[src/rtl/weight_addr_seq.sv]
// rtl/weight_addr_seq.sv - fold-major weight SRAM address sequencer with start/done FSM
// Optional WADDR_MARKERS_EN adds last_in_kernel / last_in_fold / last_addr beat markers.
module weight_addr_seq #(
    parameter int ADDR_W = 13,
    parameter int CH_W   = 6,
    parameter int K_W    = 3
) (
    input  logic              clk,
    input  logic              nrst,
    input  logic              start,
    input  logic              abort,
    input  logic [CH_W-1:0]   cfg_c_in,
    input  logic [CH_W-1:0]   cfg_c_out,
    input  logic [K_W-1:0]    cfg_k,
    input  logic [CH_W-1:0]   cfg_ch_per_fold,
    input  logic [ADDR_W-1:0] cfg_base,
    output logic [ADDR_W-1:0] addr,
    output logic              addr_valid,
    input  logic              addr_ready,
    output logic              fold_done,
    output logic              busy,
    output logic              done
`ifdef WADDR_MARKERS_EN
    ,
    output logic              last_in_kernel,
    output logic              last_in_fold,
    output logic              last_addr
`endif
);

    typedef enum logic [1:0] {
        IDLE = 2'd0,
        RUN  = 2'd1,
        FIN  = 2'd2
    } state_t;

    state_t            state_q, state_d;
    logic [CH_W-1:0]   c_in_q, c_in_d;
    logic [CH_W-1:0]   c_out_q, c_out_d;
    logic [K_W-1:0]    k_q, k_d;
    logic [CH_W-1:0]   cpf_q, cpf_d;
    logic [ADDR_W-1:0] cinkk_q, cinkk_d;
    logic [ADDR_W-1:0] cpfkk_q, cpfkk_d;
    logic [ADDR_W-1:0] addr_q, addr_d;
    logic [ADDR_W-1:0] seg_q, seg_d;
    logic [ADDR_W-1:0] fold_q, fold_d;
    logic [K_W-1:0]    u_q, u_d;
    logic [K_W-1:0]    v_q, v_d;
    logic [CH_W-1:0]   i_q, i_d;
    logic [CH_W-1:0]   j_q, j_d;
    logic [CH_W-1:0]   o_q, o_d;
    logic [CH_W-1:0]   fstart_q, fstart_d;
    logic              fold_done_q, fold_done_d;

    // Per-layer products are formed once from the cfg inputs and registered at start;
    // the per-beat path below only adds.
    logic [ADDR_W-1:0] kk_w, cinkk_w, cpfkk_w;
    assign kk_w    = ADDR_W'(cfg_k) * ADDR_W'(cfg_k);
    assign cinkk_w = ADDR_W'(cfg_c_in) * kk_w;
    assign cpfkk_w = ADDR_W'(cfg_ch_per_fold) * kk_w;

    logic zero_cfg, u_last, v_last, i_last, o_last;
    logic seg_end, fold_end, fold_is_last, walk_end, beat;

    assign zero_cfg     = (cfg_c_in == '0) || (cfg_c_out == '0) || (cfg_k == '0) ||
                          (cfg_ch_per_fold == '0);
    assign u_last       = (u_q == k_q - 1'b1);
    assign v_last       = (v_q == k_q - 1'b1);
    assign i_last       = (j_q == cpf_q - 1'b1) || (i_q == c_in_q - 1'b1);
    assign o_last       = (o_q == c_out_q - 1'b1);
    assign seg_end      = u_last && v_last && i_last;
    assign fold_end     = seg_end && o_last;
    assign fold_is_last = ({1'b0, fstart_q} + {1'b0, cpf_q}) >= {1'b0, c_in_q};
    assign walk_end     = fold_end && fold_is_last;
    assign beat         = (state_q == RUN) && addr_ready;

    always_comb begin
        state_d     = state_q;
        c_in_d      = c_in_q;
        c_out_d     = c_out_q;
        k_d         = k_q;
        cpf_d       = cpf_q;
        cinkk_d     = cinkk_q;
        cpfkk_d     = cpfkk_q;
        addr_d      = addr_q;
        seg_d       = seg_q;
        fold_d      = fold_q;
        u_d         = u_q;
        v_d         = v_q;
        i_d         = i_q;
        j_d         = j_q;
        o_d         = o_q;
        fstart_d    = fstart_q;
        fold_done_d = 1'b0;

        case (state_q)
            IDLE: begin
                if (start) begin
                    c_in_d   = cfg_c_in;
                    c_out_d  = cfg_c_out;
                    k_d      = cfg_k;
                    cpf_d    = cfg_ch_per_fold;
                    cinkk_d  = cinkk_w;
                    cpfkk_d  = cpfkk_w;
                    addr_d   = cfg_base;
                    seg_d    = cfg_base;
                    fold_d   = cfg_base;
                    u_d      = '0;
                    v_d      = '0;
                    i_d      = '0;
                    j_d      = '0;
                    o_d      = '0;
                    fstart_d = '0;
                    state_d  = zero_cfg ? FIN : RUN;
                end
            end
            RUN: begin
                if (beat) begin
                    if (!u_last) begin
                        u_d = u_q + 1'b1;
                    end else begin
                        u_d = '0;
                        if (!v_last) begin
                            v_d = v_q + 1'b1;
                        end else begin
                            v_d = '0;
                            if (!i_last) begin
                                i_d = i_q + 1'b1;
                                j_d = j_q + 1'b1;
                            end else begin
                                j_d = '0;
                                if (!o_last) begin
                                    o_d = o_q + 1'b1;
                                    i_d = fstart_q;
                                end else begin
                                    o_d      = '0;
                                    fstart_d = fstart_q + cpf_q;
                                    i_d      = fstart_q + cpf_q;
                                end
                            end
                        end
                    end

                    // Each (fold, cout) segment is contiguous; only segment starts jump.
                    if (!seg_end) begin
                        addr_d = addr_q + 1'b1;
                    end else if (!o_last) begin
                        seg_d  = seg_q + cinkk_q;
                        addr_d = seg_q + cinkk_q;
                    end else begin
                        fold_d = fold_q + cpfkk_q;
                        seg_d  = fold_q + cpfkk_q;
                        addr_d = fold_q + cpfkk_q;
                    end

                    if (fold_end) begin
                        fold_done_d = 1'b1;
                    end
                    if (walk_end) begin
                        state_d = FIN;
                    end
                end
            end
            FIN: begin
                state_d = IDLE;
            end
            default: begin
                state_d = IDLE;
            end
        endcase

        if (abort) begin
            state_d     = IDLE;
            fold_done_d = 1'b0;
        end
    end

    always_ff @(posedge clk or negedge nrst) begin
        if (!nrst) begin
            state_q     <= IDLE;
            c_in_q      <= '0;
            c_out_q     <= '0;
            k_q         <= '0;
            cpf_q       <= '0;
            cinkk_q     <= '0;
            cpfkk_q     <= '0;
            addr_q      <= '0;
            seg_q       <= '0;
            fold_q      <= '0;
            u_q         <= '0;
            v_q         <= '0;
            i_q         <= '0;
            j_q         <= '0;
            o_q         <= '0;
            fstart_q    <= '0;
            fold_done_q <= 1'b0;
        end else begin
            state_q     <= state_d;
            c_in_q      <= c_in_d;
            c_out_q     <= c_out_d;
            k_q         <= k_d;
            cpf_q       <= cpf_d;
            cinkk_q     <= cinkk_d;
            cpfkk_q     <= cpfkk_d;
            addr_q      <= addr_d;
            seg_q       <= seg_d;
            fold_q      <= fold_d;
            u_q         <= u_d;
            v_q         <= v_d;
            i_q         <= i_d;
            j_q         <= j_d;
            o_q         <= o_d;
            fstart_q    <= fstart_d;
            fold_done_q <= fold_done_d;
        end
    end

    assign addr       = addr_q;
    assign addr_valid = (state_q == RUN);
    assign busy       = (state_q == RUN);
    assign done       = (state_q == FIN);
    assign fold_done  = fold_done_q;

`ifdef WADDR_MARKERS_EN
    assign last_in_kernel = addr_valid && u_last && v_last;
    assign last_in_fold   = addr_valid && fold_end;
    assign last_addr      = addr_valid && walk_end;
`endif

endmodule

[config.mk]
export PLATFORM = sky130hd
export DESIGN_NAME = weight_addr_seq
export DESIGN_NICKNAME = d
export VERILOG_FILES = /design/src/rtl/weight_addr_seq.sv
export SDC_FILE = /design/constraint.sdc
export NUM_CORES = 1
export LEC_CHECK = 0
export ABC_CLOCK_PERIOD_IN_PS = 3310
export CORE_ASPECT_RATIO = 1.2
export CORE_MARGIN = 2
export CORE_UTILIZATION = 53
export DETAILED_ROUTE_END_ITERATION = 10
export GPL_ROUTABILITY_DRIVEN = 0
export MAX_ROUTING_LAYER = met4
export PLACE_DENSITY_LB_ADDON = 0.2
export SLEW_MARGIN = 30
export SYNTH_ARGS = -nofsm -noshare
export SYNTH_HDL_FRONTEND = slang
export SYNTH_SLANG_ARGS = --single-unit
[constraint.sdc]
create_clock -name clk -period 3.31 [get_ports clk]
set_input_delay 0.331 -clock clk [delete_from_list [all_inputs] [get_ports clk]]
set_output_delay 0.331 -clock clk [all_outputs]
set_load 0.05 [all_outputs]
# == After elaboration in Yosys (flattened, before gate mapping) ==
# Cells that the tools add are included.
# Widths: inputs -> output; s select.
# word_totals
mem_count,0
mem_bits_rw,0
output_inout_bits,17
reg_bits,119
romBits,0
wordCells,128
latchBits,0
# op_classes
reduce_logical,23
div_mod_pow,0
bitwise_logic,0
mul,3
muxes,53
add_sub_neg,14
n_eq_ne,17
order_cmp,1
n_shift,0
# ops
operator,count
$mux 13,9
$mux 6,19
$pmux 13 s2,3
$pmux 6 s2,4
$add 13x13->13,2
$mul 6x6->12,2
$add 6x1->6 const B,3
$eq 6x6->1,3
$logic_not 6->1,3
$mux 3,6
$sub 6x1->6 const B,3
$add 13x1->13 const B,1
$ne 2x1->1 const B,6
$pmux 3 s2,2
$mux 2,5
$reduce_and 5->1,2
$reduce_and 4->1,2
$add 6x6->7,1
$ge 7x6->1,1
$add 3x1->3 const B,2
$add 6x6->6,1
$eq 3x3->1,2
$mul 3x3->6,1
$ne 3x2->1 const B,2
other kinds (15),26

# == Longest topological paths before layout ==
# depth
depth_word,10
ltp_mapped,21

# == Worst setup path before layout ==
# No wires, ideal clock.
# synth_path
path_kind,input -> register
from,in cfg_k[2]
to,reg cpfkk_q[11]
arrival_ps,4459
setup_slack_ps,-1273
stages,18
path_cell_list,clkbuf_1 > and2_1 > ha_1 > xnor2_1 > clkbuf_1 > nand2_1 > fa_1 > fa_1 > fa_1 > inv_1 > ha_1 > a21o_1 > a21o_1 > a21o_1 > a21o_1 > a21oi_1 > nor4b_1 > a211o_1
# synth_between
elab_chain_cells,2
# synth_rtl
element,line_no,rtl
start: declaration,14,"input logic [K_W-1:0] cfg_k,"
$mul 3x3->6,58,assign kk_w = ADDR_W'(cfg_k) * ADDR_W'(cfg_k);
$mul 6x6->12,60,assign cpfkk_w = ADDR_W'(cfg_ch_per_fold) * kk_w;
end signal: assignment,204,cpfkk_q <= cpfkk_d;
end: declaration,43,"logic [ADDR_W-1:0] cpfkk_q, cpfkk_d;"
# No other way between the ends.
# A chain may end at the register's enable or synchronous reset.

# == Worst setup path in the final report ==
# layout_path
from,in cfg_k[1]
to,reg cpfkk_q[11]
# The elaborated chain is that of the path after synthesis.

==> results.cfg <==
[status]
status = finished, violations left
violations = negative setup slack

[place]
hpwl_mm = 19.1
dpl_cell_area_um2 = 10800
placed_cells = 1400
numPortBuffers = 55
place_worst_setup_slack_ns = -1.15

[worst_setup_path]
cp-end-kind = flip-flop
arrival_ns = 3.90
r2r-start = cpf_q[0]
cp-startpoint = cfg_k[1]
critPathLaunchType = primary input
cp_max_fo = 4
worstPathRequired_ns = 3.62
critical_path_class = in2reg

[power_and_ir_drop]
leakage_nw = 5.47
power_frac_comb_pct = 57.5
p_total_mw = 10.6
p_sw_mw = 4.76
vdd_drop_max_mv = 0.465
switching_share_pct = 45.1
power_frac_clock_pct = 18.7
p_int_mw = 5.81
seqPwrFrac_pct = 23.7
pwr_density_cell_nw_per_um2 = 907

[synthesis]
synth_cell_type_count = 77
synth_top_family_by_area = simple AND/OR/NAND/NOR gates
synth_area_um2 = 9580
synth-simple-area-share_pct = 19.4
netlist.area_leader.share_pct = 30.6
ys_ff_latch = 117
syn_inst = 1100
synth_compound_area_share_pct = 19.4
synth-edff-count = 0
yosys-mux-area-fraction_pct = 2.14
synthXorXnorAreaFrac_pct = 5.85
synthAdderAreaFrac_pct = 17.3
async_flop_share_pct = 100
syn-num-nets = 1255
synth_top_area_cell = dfrtp_1
syn_avg_cell_area_um2 = 8.71
ys_seq_area_share_pct = 30.6
yosys-top-cells-area = dfrtp_1 31%, ha_1 12%, nand2_1 5.8%, fa_1 5.6%, o21ai_0 3.9%
synth_top_flop_cell = dfrtp_1
yosysWarnings = 0

[global_route]
grt_pass1_vias = 8502
grt_use_total_pct = 28.8
antenna_found_initial = 0
grt_first_pass_wirelength_mm = 42.4
grt_start_max_net_pins = 64
grt_overflow = 0

[hold_path]
hold_start = cfg_k[0]
worst_hold_path_type = in2reg

[clock_tree]
cts_htree_levels = 4
clk_pin_slew_worst_paths_ns = 0.06
clockBufferDepth = 2
clk_latency_ns = 0.43
cts.sinks = 117
numCtsBuffers = 17
root_buffer = clkbuf_16
cts_tree = yes

[die]
rows = 53
fp.dieH_um = 151
die_area_um2 = 19200
ios = 56
core_area_um2 = 17600
die_width_um = 127
start_util_pct = 54.3

[timing]
fin_tns_setup_ns = -1.39
rsz0062_at_grt = yes
tightest_slew_ns = 0.761
hold_violations = 0
maxSlewViolCount = 0
fin_crit_sh_pct = 109
period_minus_slack_ns = 3.60
holdWs_ns = 0.366
skew_ns = 0.0127
slew_headroom_pct = 49.3
timing.fmax_mhz = 278
setup_viol = 9
final.setup.worst_slack_ns = -0.288

[route]
wl_per_cell_um = 17.7
drt_iter0_drc = 699
drt_wl_total_mm = 25.4
drcViolationCount = 0
viasPerCell = 5.99
num_vias = 8618
ant_nets = 0
drtPass1Iterations = 6

[finish]
multi_input_area_um2 = 6340
area_growth_pct = 21.7
fin_cells = 1438
fillers = 1442
finish.utilization_pct = 66.1
stdcell_area_um2 = 11700
diodes = 0
final_nets = 1361
drive_above_1_share_pct = 14.8
final-seq-area_um2 = 2930

[job]
cap_violations = 0
-- what timing repair did --
| item | in CTS | in global routing |
|---|---|---|
| endpoints found under the hold margin | 3 | 0 |
| endpoints found under the setup margin | 13 | 11 |
| gates cloned | 0 | 0 |
| hold buffers | 1 | 0 |
| pin swaps | 23 | 17 |
| resized for setup | 29 | 13 |
| buffers inserted | 5 | 5 |
-- metal layers --
metal,vias to the layer above,part of all wire [%],global-route usage [%]
li1,4109,-,-
met2,289,47,45.6
met4,0,2.7,11.5
met1,4165,45,37.1
met3,55,5.1,4.66
met5,-,0,-
-- synth_stat cells, types with 6 or more instances --
master and n:
mux2_2 12, ha_1 89, nor3_1 18, and3_1 18
nand2b_1 20, nand4_1 12, a31oi_1 15, nand3_1 31
and2_1 38, xnor2_1 36, clkbuf_1 34, nor2_1 56
a21o_1 26, nand3b_1 7, inv_1 77, o21ai_0 75
o31ai_1 18, xor2_1 28, mux2i_1 7, fa_1 27
o211ai_1 9, nor2b_1 7, a211oi_1 8, nand2_1 147
a21oi_1 54, dfrtp_1 117, o22ai_1 6
-- sequential cells by signal (all words and copies together) (netlist names) --
name       flops
addr          13
c_in_q         6
c_out_q        6
cinkk_q       12
cpf_q          6
cpfkk_q       12
fold_done      1
fold_q        13
fstart_q       6
i_q            6
j_q            6
k_q            3
o_q            6
seg_q         13
state_q        2
u_q            3
v_q            3
-- cell type report --
cell class                      count  area share [%]
Clock buffer                       22            4.07
Clock inverter                      9            1.29
Multi-Input combinational cell    859            54.4
Sequential cell                   117            25.1
Timing Repair Buffer              134            10.3
Tap cell                          220            2.36
Inverter                           77            2.48
-- placed cells by master (no fill, tap or decap), types with 5 or more instances in the layout --
cell / netlist / routed
nand2_1: 147 / 145
dfrtp_1: 117 / 117
ha_1: 89 / 82
buf_4: 2 / 74
inv_1: 77 / 71
o21ai_0: 75 / 65
nor2_1: 56 / 55
a21oi_1: 54 / 48
clkdlybuf4s50_1: 0 / 48
and2_1: 38 / 34
nand3_1: 31 / 31
xnor2_1: 36 / 31
xor2_1: 28 / 27
a21o_1: 26 / 26
fa_1: 27 / 25
nand2b_1: 20 / 20
and3_1: 18 / 18
nor3_1: 18 / 18
o31ai_1: 18 / 18
clkbuf_16: 0 / 17
a31oi_1: 15 / 15
nand4_1: 12 / 12
o21ai_1: 3 / 12
mux2_2: 12 / 12
o211ai_1: 9 / 9
a211oi_1: 8 / 8
nand3b_1: 7 / 7
mux2i_1: 7 / 7
inv_2: 0 / 6
o22ai_1: 6 / 6
a21oi_2: 0 / 6
ha_4: 0 / 6
buf_6: 2 / 6
o21bai_1: 5 / 5
nor2b_1: 7 / 5
o21a_1: 5 / 5
o22a_1: 5 / 5
-- power by group through the flow --
stage	logic, mW	registers [mW]	clock network, mW
3_3_place_gp	5.80	2.50	0
5_1_grt	6.71	2.58	2.06
4_1_cts	5.98	2.50	1.99
3_5_place_dp	5.90	2.51	0
2_1_floorplan	4.09	2.62	0
6_report	6.08	2.51	1.98
-- cells by family after synthesis --
family	count (synthesis)
XOR/XNOR	64
flip-flops	117
AO/OA/AOI/OAI	279
adder cells (fa/ha/maj)	116
buffers and inverters	124
AND/OR/NAND/NOR	381
multiplexers	19
-- path summary, 6_finish.rpt --
check                               to  slack [ns]  cells past startpoint
hold reg to reg             cpfkk_q[0]        0.48                      2
min in group asynchronous       o_q[2]        0.52                      2
hold / removal              cinkk_q[0]        0.37                      4
setup reg to reg            state_q[0]        0.23                     10
max in group asynchronous   cpfkk_q[9]        2.00                      3
setup / recovery           cpfkk_q[11]       -0.29                     17
-- critical path, stage by stage --
cell     delay [ns]
buf_6          0.09
and2_4         0.15
ha_4           0.17
xnor2_4        0.22
nand2_2        0.09
fa_1           0.50
fa_1           0.43
fa_1           0.51
inv_1          0.04
ha_1           0.26
a21o_1         0.15
a21o_1         0.18
a21o_1         0.16
a21o_1         0.17
a21oi_2        0.15
nor4b_2        0.06
a211o_1        0.24
Note: power is estimated with default switching activity, not from simulation.
==> edit 1: new RTL, same settings <==
Change the parameter `CH_W` from 6 to 3.
--- a/src/rtl/weight_addr_seq.sv
+++ b/src/rtl/weight_addr_seq.sv
@@ -4,3 +4,3 @@
     parameter int ADDR_W = 13,
-    parameter int CH_W   = 6,
+    parameter int CH_W   = 3,
     parameter int K_W    = 3
Ports: changed (resized cfg_c_in, cfg_c_out and cfg_ch_per_fold); port bits go from 56 to 47. No check against the original RTL was run, so the function may have changed too.
==> edit 1 against the unedited design <==
- core utilization fell by 3.8 points
- synthesized area decreased by 31%
- cell area is 35% lower
- non-clock buffer count shrank 69
- wire length decreased by 29%
- count of clock-buffer cells in the layout decreased by 12
- register-to-register slack improved by 200 ps
- synthesized cell count shrank 32%
- sequential cell count shrank 27
- setup slack improved by 720 ps
- power fell by 51%
- sequential share of layout area increased by 4.6 points
- combinational power decreased by 58%
- critical path type is now register to register
- largest cell class unchanged
==> edit 1: results (changes against the unedited design) <==
Fillers = 1047 (-27%)
CP max FO = 22 (+18)
Data arrival, critical path = 3090 ps (-810 ps)
Cell family with most CP delay = simple AND/OR/NAND/NOR gates
Slew headroom = 36.2% (-13 points)
Share of layout cells above drive strength 1 = 7.81% (-7.0 points)
Synth Area in Compound Gates = 21.5% (+2.1 points)
Place WS = 94.2 ps (+1250 ps)
Vias = 5939 (-31%)
Xor/xnor share of the synthesized area = 5.82% (-0.037 points)
Dpl hpwl = 13300 µm (-30%)
GR met2 Demand/Resource = 43.3% (-2.4 points)
Placed instance count = 939 (-33%)
Post-Synth Adder-Cell Area = 12.3% (-5.0 points)
Synth unique cells = 70 (-9.1%)
Crit path largest cell delay = 590 ps (+80 ps)
Top cells by area, synth = dfrtp_1 34%, ha_1 9.6%, nand2_1 5.8%
Peak supply drop = 0.370 mV (-20%)
Mux share of post-synthesis cell area = 2.22% (+0.078 points)
Vias in the first global route = 5769 (-32%)
Post-synth top cells = 102 x nand2_1, 90 x dfrtp_1, 51 x ha_1, 47 x nor2_1, 46 x o21ai_0
Static leakage = 3.49 nW (-36%)
Post-CTS Setup Inserts = 0 (-5)
Seq/Total Area, Yosys = 33.9% (+3.3 points)
Avg Inst Size Synth = 8.89 µm² (+2.1%)
Largest net degree at the start of global routing = 59 (-7.8%)
CP max-delay cell = nor4_1
Status = complete, no violations
Met1 usage = 38.8% (+1.6 points)
Area growth syn-to-layout = 13.9%
DR WL met2 = 8000 µm (-34%)
First-pass GRT wire length = 29800 µm (-30%)
DR pass1 iterations = 5 (-1)
Gr usage total = 29.0% (+0.21 points)
Met3 routed WL = 1320 µm (+1.2%)
Post-DR vias/cell = 6.22 (+3.8%)
Later-pin clock latency in the skew report = 350 ps (-80 ps)
Met3 usage = 4.88% (+0.22 points)
H-Tree Depth = 3 (-1)
Worst Path Class, Setup = register to register
Clk_skew = 7.89 ps (-4.79 ps)
R2R setup slack = 430 ps (+200 ps)
Post-CTS resize count = 0 (-100%)
R2r startpoint = cpf_q[1]
Routed len/inst = 18.9 µm (+6.8%)
WHS = 57.8 ps (-308 ps)
-- edit 1: worst reg2reg max path, stage by stage (launching register included) --
cell and delay, ps:
dfrtp_1 430, inv_1 120, ha_1 170, xor3_1 400, nor3_1 390, o211a_4 400, nor2_1 130, nor4_1 590
nor3_1 120
-- edit 1: cell families (layout without fill, tap and decap cells) --
family / Yosys count / after routing
adder cells (fa/ha/maj): 60 / 60
AO/OA/AOI/OAI: 209 / 209
AND/OR/NAND/NOR: 278 / 278
multiplexers: 14 / 14
buffers and inverters: 61 / 107
flip-flops: 90 / 90
XOR/XNOR: 36 / 36
-- edit 1: layout make-up --
cell class	instances	area share (%)
timing repair buffer	65	7.87
clock buffer	10	3.02
tap	161	2.66
sequential	90	29.7
inverter	26	1.29
multi-input combinational	597	54.7
clock inverter	6	0.760
-- edit 1: power breakdown --
part | switching [mW] | internal (mW) | total [mW]
sequential | 0.290 | 1.37 | 1.66
combinational | 1.49 | 1.05 | 2.54
clock | 0.434 | 0.580 | 1.01
==> edit 2: new RTL, same settings <==
Made on the original files. Re-encode `state_t` (3 states) as one-hot, 3 bits wide.
--- a/src/rtl/weight_addr_seq.sv
+++ b/src/rtl/weight_addr_seq.sv
@@ -30,6 +30,6 @@
 
-    typedef enum logic [1:0] {
-        IDLE = 2'd0,
-        RUN  = 2'd1,
-        FIN  = 2'd2
+    typedef enum logic [2:0] {
+        IDLE = 3'b001,
+        RUN  = 3'b010,
+        FIN  = 3'b100
     } state_t;
Check against the original RTL: same outputs for any inputs over 4 cycles, from zero or initial values and one cycle with nrst low; so few cycles prove little.
==> edit 2 against the unedited design <==
- the run ends with negative hold slack, negative setup slack left
- cell area rose by 2.4%
- highest routed layer unchanged
- synthesized area up 2.9%
- first-iteration DRC count shrank 13%
- wire length increased by 3.2%
- largest cell class unchanged
- critical path depth is 2 higher
- setup slack lost 76 ps
- core utilization down 0.43 points
- power down 34%
- sequential share of layout area decreased by 0.36 points
- synthesized cell count decreased by 3.5%
- sequential cell count is 1 higher
- count of clock-buffer cells in the layout decreased by 5
==> edit 2: results (changes against the unedited design) <==
Data arrival, critical path = 3980 ps (+80 ps)
Syn. warnings = 0 (unchanged)
Place WS = -1170 ps (-20.5 ps)
Largest net degree at the start of global routing = 61 (-4.7%)
WHS = -10.3 ps (-376 ps)
FF-to-FF End = seg_q[12]
Xor/xnor share of the synthesized area = 4.98% (-0.88 points)
Final TNS setup = -2080 ps (-691 ps)
Net count after synthesis = 1217 (-3.0%)
Hold Fails Final Rpt = 28 (+28)
Synth Area in Compound Gates = 18.2% (-1.1 points)
Gr usage total = 28.6% (-0.12 points)
Placed instance count = 1374 (-1.9%)
Clk pwr share = 26.4% (+7.7 points)
Crit path largest cell delay = 490 ps (-20 ps)
Ys flop type = dfrtp_1
Mux share of post-synthesis cell area = 6.27% (+4.1 points)
Dpl hpwl = 19500 µm (+1.9%)
Static leakage = 5.60 nW (+2.5%)
Clock transition at the registers of the reported paths = 60 ps (about the same)
Worst slew pin tran = 788 ps (+27.5 ps)
Status = finished, violations left
Clk_skew = 9.73 ps (-2.95 ps)
Final WS setup = -364 ps (-76.5 ps)
R2r startpoint = cpfkk_q[0]
Nets = 1334 (-2.0%)
Share of layout cells above drive strength 1 = 18.9% (+4.1 points)
R2R setup slack = 400 ps (+170 ps)
Vias in the first global route = 8443 (-0.69%)
Failing checks = negative hold slack, negative setup slack
Worst Hold Class = input port to async pin
First-pass GRT wire length = 43100 µm (+1.7%)
Synth unique cells = 91 (+18%)
Dpl cell area = 0.0111 mm² (+2.5%)
DR pass1 iterations = 5 (-1)
Avg Inst Size Synth = 9.28 µm² (+6.6%)
Post-Synth Adder-Cell Area = 16.8% (-0.48 points)
CP max FO = 4 (unchanged)
Top cells by area, synth = dfrtp_1 30%, ha_1 11%, fa_1 5.5%
Peak supply drop = 0.448 mV (-3.8%)
Final setup viols = 9 (unchanged)
P_int = 4.16 mW (-28%)
Seq/Total Area, Yosys = 30.0% (-0.59 points)
Drt initial violations = 606 (-13%)
Final WL = 26200 µm (+3.2%)
Reg2Reg Depth = 11 (+1)
Routed len/inst = 18.5 µm (+4.8%)
Post-DR vias/cell = 5.98 (-0.23%)
## edit 2: power by group through the flow
stage          Clock [mW]  Sequential [mW]  Combinational (mW)
2_1_floorplan           0             2.05                2.11
3_3_place_gp            0             2.01                2.96
3_5_place_dp            0             2.01                3.02
4_1_cts              1.87             2.00                3.08
5_1_grt              1.95             2.04                3.49
6_report             1.85             2.00                3.15
## edit 2: how the worst max path moves through the flow
stage | startpoint | endpoint | cells after the start
6_report | cfg_k[0] | cpfkk_q[11] | 19
5_1_grt | cfg_k[0] | cpfkk_q[11] | 18
4_1_cts | cfg_k[2] | cpfkk_q[11] | 17
3_5_place_dp | cfg_k[0] | cpfkk_q[11] | 17
3_3_place_gp | cfg_k[0] | cpfkk_q[11] | 17
2_1_floorplan | cfg_k[0] | cpfkk_q[11] | 18
## edit 2: timing repair
item	in CTS	in global routing
resized for setup	25	24
hold buffers	0	0
endpoints found under the setup margin	14	12
endpoints found under the hold margin	0	0
buffers inserted	5	8
pin swaps	19	21
gates cloned	0	0
## edit 2: cells by family (layout without fill, tap and decap cells)
family          Yosys count  after routing
xor+xnor                 56             56
fa+ha+maj               116            116
mux                      56             56
buf+inv                 117            247
compound gates          260            260
simple gates            339            339
flops                   118            118
## edit 2: area by class of cell
cell class	count	area (µm²)
Fill cell	1484	6240
Sequential cell	118	2950
Clock inverter	15	155
Multi-Input combinational cell	827	6600
Tap cell	224	280
Timing Repair Buffer	137	1230
Inverter	78	293
Clock buffer	17	425
## edit 2: worst max-delay path, delay by kind of cell
kind,cells,cell delay [ps]
fa+ha+maj,5,1820
compound gates,5,810
buf+inv,5,430
simple gates,2,290
mux,1,180
xor+xnor,1,120
## edit 2: per-layer routing
| layer | vias up | track usage (%) | wire length (µm) |
|---|---|---|---|
| met1 | 4113 | 36.7 | 11500 |
| li1 | 4052 | - | - |
| met4 | 0 | 11.0 | 717 |
| met2 | 243 | 45.4 | 12700 |
| met5 | - | - | 0 |
| met3 | 59 | 4.66 | 1290 |
